===== config.mk =====
export PLATFORM = sky130hd
export DESIGN_NAME = song_sequencer
export DESIGN_NICKNAME = d
export VERILOG_FILES = /design/src/rtl/song_sequencer_pkg.sv /design/src/rtl/song_rom.sv /design/src/rtl/song_sequencer.sv
export SDC_FILE = /design/constraint.sdc
export NUM_CORES = 1
export LEC_CHECK = 0
export CORE_MARGIN = 5
export CORE_UTILIZATION = 60
export CTS_BUF_LIST = sky130_fd_sc_hd__clkbuf_4 sky130_fd_sc_hd__clkbuf_8
export CTS_CLUSTER_SIZE = 28
export DETAILED_ROUTE_END_ITERATION = 10
export PLACE_DENSITY = 0.86
export SLEW_MARGIN = 20
export SYNTH_ARGS = -nofsm -noshare
export SYNTH_HDL_FRONTEND = slang
export SYNTH_HIERARCHICAL = 1
export SYNTH_SLANG_ARGS = --single-unit

===== constraint.sdc =====
create_clock -name clk -period 3.6 [get_ports clk]
set_input_delay 0.54 -clock clk [delete_from_list [all_inputs] [get_ports clk]]
set_output_delay 0.54 -clock clk [all_outputs]
set_load 0.02 [all_outputs]

===== src/rtl/song_sequencer_pkg.sv =====
// song_sequencer_pkg: shared FSM states, default sizes, end marker and ROM song content
package song_sequencer_pkg;
  typedef enum logic [2:0] {IDLE, FETCH, LOAD, WAIT_DONE, NEXT} state_t;
  localparam int NUM_SONGS_DEF = 4;
  localparam int SONG_LEN_DEF = 32;
  localparam int NOTE_W_DEF = 6;
  localparam int DUR_W_DEF = 6;
  localparam int DUR_END = 0;
  function automatic int rom_note(int s, int i);
    return (s * 11 + i + 1) % 64;
  endfunction
  // song 1 is cut short by an end marker at entry 5; every other entry is a real note
  function automatic int rom_dur(int s, int i);
    return (s == 1 && i >= 5) ? DUR_END : i % 5 + 1;
  endfunction
endpackage


===== src/rtl/song_rom.sv =====
// song_rom: NUM_SONGS*SONG_LEN entries of {note, duration}, registered read with 1-cycle latency
module song_rom
  import song_sequencer_pkg::*;
#(
  parameter int NUM_SONGS = NUM_SONGS_DEF,
  parameter int SONG_LEN = SONG_LEN_DEF,
  parameter int NOTE_W = NOTE_W_DEF,
  parameter int DUR_W = DUR_W_DEF
) (
  input  logic                                         clk,
  input  logic [$clog2(NUM_SONGS)+$clog2(SONG_LEN)-1:0] addr,
  output logic [NOTE_W-1:0]                            note,
  output logic [DUR_W-1:0]                             duration
);
  logic [NOTE_W+DUR_W-1:0] mem [NUM_SONGS*SONG_LEN];
  for (genvar g = 0; g < NUM_SONGS * SONG_LEN; g++) begin : g_mem
    assign mem[g] = {NOTE_W'(rom_note(g / SONG_LEN, g % SONG_LEN)), DUR_W'(rom_dur(g / SONG_LEN, g % SONG_LEN))};
  end
  always_ff @(posedge clk) {note, duration} <= mem[addr];
endmodule


===== src/rtl/song_sequencer.sv =====
// song_sequencer: steps through a ROM song note by note, handshaking with a note player.
// Optional LOOP_EN macro adds a loop input that restarts the song at its end instead of idling.
module song_sequencer
  import song_sequencer_pkg::*;
#(
  parameter int NUM_SONGS = NUM_SONGS_DEF,
  parameter int SONG_LEN = SONG_LEN_DEF,
  parameter int NOTE_W = NOTE_W_DEF,
  parameter int DUR_W = DUR_W_DEF
) (
  input  logic                         clk,
  input  logic                         reset,
  input  logic                         play,
  input  logic [$clog2(NUM_SONGS)-1:0] song,
  input  logic                         note_done,
`ifdef LOOP_EN
  input  logic                         loop,
`endif
  output logic [NOTE_W-1:0]            note,
  output logic [DUR_W-1:0]             duration,
  output logic                         new_note,
  output logic                         song_done,
  output logic [$clog2(SONG_LEN)-1:0]  index
);
  localparam int SW = $clog2(NUM_SONGS);
  localparam int IW = $clog2(SONG_LEN);
  state_t state, state_n;
  logic [SW-1:0] song_l, song_l_n;
  logic [IW-1:0] index_n;
  logic [NOTE_W-1:0] note_n, rom_note_q;
  logic [DUR_W-1:0] duration_n, rom_dur_q;
  logic end_f, end_f_n, new_note_n, song_done_n, loop_on;
`ifdef LOOP_EN
  assign loop_on = loop;
`else
  assign loop_on = 1'b0;
`endif
  song_rom #(.NUM_SONGS(NUM_SONGS), .SONG_LEN(SONG_LEN), .NOTE_W(NOTE_W), .DUR_W(DUR_W)) u_rom (
    .clk(clk),
    .addr({song_l, index}),
    .note(rom_note_q),
    .duration(rom_dur_q)
  );
  always_comb begin
    state_n = state;
    song_l_n = song_l;
    index_n = index;
    end_f_n = end_f;
    note_n = note;
    duration_n = duration;
    new_note_n = 1'b0;
    song_done_n = 1'b0;
    // a song switch outside IDLE restarts the new song from its first note
    if (state != IDLE && song != song_l) begin
      state_n = FETCH;
      song_l_n = song;
      index_n = '0;
      end_f_n = 1'b0;
    end else begin
      case (state)
        IDLE: if (play) begin
          state_n = FETCH;
          song_l_n = song;
          index_n = '0;
          end_f_n = 1'b0;
        end
        FETCH: state_n = LOAD;
        LOAD: if (rom_dur_q != DUR_W'(DUR_END)) begin
          note_n = rom_note_q;
          duration_n = rom_dur_q;
          new_note_n = 1'b1;
          state_n = WAIT_DONE;
        end else begin
          end_f_n = 1'b1;
          state_n = NEXT;
        end
        WAIT_DONE: state_n = note_done ? NEXT : WAIT_DONE;
        NEXT: if (&index || end_f) begin
          song_done_n = 1'b1;
          index_n = '0;
          end_f_n = 1'b0;
          state_n = loop_on ? FETCH : IDLE;
        end else if (play) begin
          index_n = index + 1'b1;
          state_n = FETCH;
        end
        default: state_n = IDLE;
      endcase
    end
  end
  always_ff @(posedge clk) begin
    if (!reset) begin
      state <= IDLE;
      song_l <= '0;
      index <= '0;
      end_f <= 1'b0;
      note <= '0;
      duration <= '0;
      new_note <= 1'b0;
      song_done <= 1'b0;
    end else begin
      state <= state_n;
      song_l <= song_l_n;
      index <= index_n;
      end_f <= end_f_n;
      note <= note_n;
      duration <= duration_n;
      new_note <= new_note_n;
      song_done <= song_done_n;
    end
  end
endmodule


Yosys cells after proc, flatten, opt, wreduce, memory -nomap -nowiden

Memory sizes are Yosys's and may differ from the RTL's. A register that Yosys moved wholly into a read port is not among the register bits.
Index checks and enable logic that the tools add are counted.

Bits in read-only memories: 1536
Memories kept: 1
Flip-flop bits (word level): 25
Word-level logic and storage cells: 61
Input bits: 6
Output and inout port bits: 19

Memories:

| name            | depth | bits a word | rd ports | clocked after memory_dff | write ports | line           | text |
|---|---|---|---|---|---|---|---|
| (no name shown) | 128   | 12          | 1        | 1                        | 0           | song_rom.sv:19 | `always_ff @(posedge clk) {note, duration} <= mem[addr];` |

Reduce and logical (&&, ||, !) cells: 17
Eq/ne operators: 9
Bitwise logic cells: 5
$add $sub $neg: 1
Mux-type cells: 19

Operators with widths:

| operator            | count |
|---|---|
| $mux 5              | 3 |
| $pmux 3 s5          | 1 |
| $mux 3              | 4 |
| $pmux 5 s2          | 1 |
| $not 7->8           | 1 |
| $eq 3x2->1 const B  | 2 |
| $mux 1              | 6 |
| $mux 2              | 3 |
| $ne 2x2->1 const B  | 3 |
| $reduce_and 3->1    | 2 |
| $reduce_bool 2->1   | 3 |
| $reduce_bool 3->1   | 2 |
| $reduce_bool 6->1   | 1 |
| $reduce_or 3->1     | 2 |
| $add 5x1->5 const B | 1 |
| $reduce_and 5->1    | 1 |
| $not 1->1           | 4 |
| $reduce_and 4->1    | 1 |
| $eq 3x1->1 const B  | 1 |
| $eq 3x3->1 const B  | 1 |
| $logic_not 3->1     | 1 |
| $ne 3x3->1 const B  | 1 |
| $pmux 1 s3          | 1 |
| $ne 2x2->1          | 1 |
| other kinds (4)     | 4 |

Longest topological paths before layout

Depth in word-level cells: 5
Gate-level depth with buffers: 8
Mapped depth without buffers: 7

By module

Netlist, hierarchy kept.

Modules (own cells, without submodules):

| module         | seq. area each (um2) | area an instance (um2) | cells an instance | times used |
|---|---|---|---|---|
| song_sequencer | 500.5                | 1162.4                 | 131               | 1 |
| song_rom       | 180.2                | 934.6                  | 116               | 1 |

Worst setup path after synthesis

Ideal clock, no wire load.

Path type: reg2reg
Start: register index[1]
End: register u_rom.duration[1]
Slack: 1.626 ns
Period minus slack after synthesis: 1.974 ns
Path buffers: 0
Arrival time: 1.843 ns
Cell stages (with the launch flop): 7
Cell sequence: dfxtp_1 > inv_1 > ha_1 > nand2b_1 > and3_1 > o311ai_1 > o41ai_1

Word-level cells in the longest chain between the ends: 1

Ends and longest elaborated chain:

| what                            | line                  | text |
|---|---|---|
| from (decl)                     | song_sequencer.sv:23  | `output logic [$clog2(SONG_LEN)-1:0] index` |
| from (signal assigned)          | song_sequencer.sv:104 | `index <= index_n;` |
| $not 7->8 (implied by the code) | song_rom.sv:19        |  |
| to (decl)                       | song_rom.sv:13        | `output logic [DUR_W-1:0] duration` |

Every way passes these cells.
A chain may end at the register's enable or synchronous reset.

Final worst setup path

Start: register index[3]
End: output index[3]

No word-level cell between the ends.

==> results.json <==
{
  "cts_hold_buffers": 0,
  "n_antenna_cell": 0,
  "hold_viol_final": 0,
  "area_growth_pct": 11.9,
  "synth-compound-area-share_pct": 16.3,
  "cp_cell_sequence": "clkdlybuf4s50_1",
  "cp-end-kind": "output pin",
  "cp_slowest_stage_delay_ps": 990,
  "cp.arrival_ps": 2080,
  "start_kind": "flop",
  "hp-class": "flop to flop",
  "die_w_um": 69.1,
  "cp_max_fo": 33,
  "start_util_pct": 62.4,
  "clockBufferDepth": 2,
  "muxShareOfSynthArea_pct": 10.6,
  "die_height_um": 69.1,
  "synthXorXnorAreaFrac_pct": 1.67,
  "grt_setup_unrepaired": "false",
  "ctsHtreeMaxLevel": 2,
  "yosys.area.top_type": "dfxtp_1",
  "slowest_stage": "dfxtp_1",
  "path_buf_inv": 1,
  "gp_congestion": 0.879,
  "r2r_cells": 6,
  "clk_pin_slew_worst_paths_ps": 90,
  "fmax_mhz": 382,
  "drc": 0,
  "numCtsBuffers": 5,
  "hpwl_um": 2960,
  "grt_pass1_wl_um": 7030,
  "routed_wl_um": 4140,
  "io_pins": 25,
  "maxSlewHeadroom_pct": 33.2,
  "setup_viol": 0,
  "synth_warnings": 6,
  "synthArstFlopShare_pct": 0,
  "vias": 1748,
  "peakVddDrop_mv": 0.186,
  "synth_area_per_cell_um2": 8.49,
  "r2r-start": "index[3]$_SDFFE_PP0P_",
  "clock-root-buffer": "clkbuf_4",
  "synth.top_cell.area_share_pct": 32.5,
  "r2r_slack_ps": 1320,
  "io_buffers": 24,
  "drive_gt1_share_pct": 5.70,
  "finClkSkew_ps": 8.28,
  "hold_end": "note[0]$_SDFFE_PN0P_",
  "crit_family": "flip-flops",
  "die_area_mm2": 0.00478,
  "grt_max_degree": 34,
  "synth_area_mm2": 0.00210,
  "max_slew.worst_pin.slew_ps": 1000,
  "design.core.area_mm2": 0.00336,
  "num_rows": 21,
  "yosysMostFrequentCell": "nand2_1",
  "synth_edf_count": 0,
  "drv_slew": 0,
  "synthFlopType": "dfxtp_1",
  "synth-simple-area-share_pct": 22.1,
  "syn_inst": 247,
  "avgRoutedWirePerCell_um": 13.4,
  "power.leakage_nw": 0.870,
  "critPathKind": "flop to output pin",
  "drt_iter0_markers": 121,
  "ys_ff_latch": 34,
  "clk_latency_ps": 320,
  "grt_pass1_vias": 1487,
  "antenna_found_initial": 0,
  "first_pass_iters": 4,
  "cts_tree": "done",
  "clkSinkCount": 34,
  "synth_area_leaders": "dfxtp_1, mux2i_1, ha_1",
  "cellPowerDensity_mw_per_mm2": 347,
  "synthTopCellsByCount": "nand2_1, dfxtp_1, mux2i_1",
  "nNetsFinal": 284,
  "status": "completed",
  "grt_usage_pct": 17.6,
  "post_cts_buffers": 0,
  "synth_top_family_by_area": "simple AND/OR/NAND/NOR gates",
  "avgViaCountPerCell": 5.66,
  "hold_depth": 2,
  "synth_cell_types": 49,
  "ant_nets": 0,
  "cts-resized-gates": 0,
  "finalPower_mw": 0.813,
  "seq_area_frac_synth_pct": 32.5,
  "overflow": 0,
  "finalCriticalPeriod_ps": 2620,
  "fin_crit_sh_pct": 72.8,
  "synthAdderAreaFrac_pct": 8.95,
  "hp-start": "u_rom/note[0]$_DFF_P_",
  "maxCapViolations": 0,
  "timing.rr.end": "index[2]$_SDFFE_PP0P_",
  "tns_ps": 0,
  "worstPathRequired_ps": 3060
}
-- tightest hold or removal path, delay by kind of cell, from the launching register on --
family,cells,cell delay [ps]
DFF,1,300
and+or+nand+nor,1,40
muxes,1,50
-- flip-flops by register name (all words and copies together) (netlist names) --
register        flops
u_rom/duration      3
song_done           1
new_note            1
u_rom/note          6
index               5
end_f               1
note                6
duration            6
song_l              2
state               3
-- worst max-delay path by stage --
| stage | startpoint | to | depth (start not counted) |
|---|---|---|---|
| floorplan | index[1]$_SDFFE_PP0P_ | u_rom/duration[1]$_DFF_P_ | 6 |
| global placement | index[3]$_SDFFE_PP0P_ | index[3] | 1 |
| detailed placement | index[3]$_SDFFE_PP0P_ | index[3]$_SDFFE_PP0P_ | 6 |
| CTS | index[3]$_SDFFE_PP0P_ | index[3] | 1 |
| global route | index[3]$_SDFFE_PP0P_ | index[3] | 1 |
| finish | index[3]$_SDFFE_PP0P_ | index[3] | 1 |
-- per-layer routing --
metal / track usage (%) / up-vias / wire [um]
met5: 0 / - / 0
met4: 7.38 / 0 / 63
met3: 4.07 / 6 / 225
met2: 26.7 / 65 / 1870
met1: 23.9 / 779 / 1990
li1: - / 898 / -
-- area by class of cell --
| type | count | area [um2] |
|---|---|---|
| flip-flops and latches | 34 | 681 |
| clock buffers | 7 | 52.6 |
| fillers | 295 | 1020 |
| repair buffers | 27 | 263 |
| inverters | 8 | 30.0 |
| well taps | 46 | 57.6 |
| multi-input cells | 187 | 1260 |
-- cells by family (layout without fill, tap and decap cells) --
group,Yosys count,count (layout)
XOR/XNOR,4,4
buffers and inverters,28,42
AND/OR/NAND/NOR,91,91
adder cells (fa/ha/maj),15,15
other,1,3
multiplexers,21,21
flip-flops,34,34
AO/OA/AOI/OAI,53,53
-- power breakdown --
part           internal [mW]  switching, mW  total, mW
sequential             0.404         0.0439      0.448
clock                 0.0887          0.111      0.200
combinational         0.0780         0.0874      0.165
total                  0.570          0.243      0.813
-- cells in the final DEF (no fill, tap or decap), types with 5 or more instances in the layout --
cell type and instances:
nand2_1 39, dfxtp_1 34, clkdlybuf4s50_1 24, mux2i_1 20, a21oi_1 19, nor2_1 15
ha_1 15, inv_1 8, nand2b_1 7, clkbuf_4 7, nand3_1 6, o21ai_0 5
a211oi_1 5
-- through the flow --
step | hold WS [ps] | setup WS (ps) | instance area (um2) | util, % | instances
floorplan | 424 | 1630 | 2100 | - | 249
global placement | 426 | 1380 | 2290 | 68.2 | 302
detailed placement | 436 | 1330 | 2290 | 68.2 | 302
CTS | 450 | 981 | 2350 | 69.8 | 309
global route | 462 | 851 | 2350 | 69.8 | 309
finish | 446 | 980 | 2350 | 69.8 | 309
Note: power is estimated with default switching activity, not from simulation.
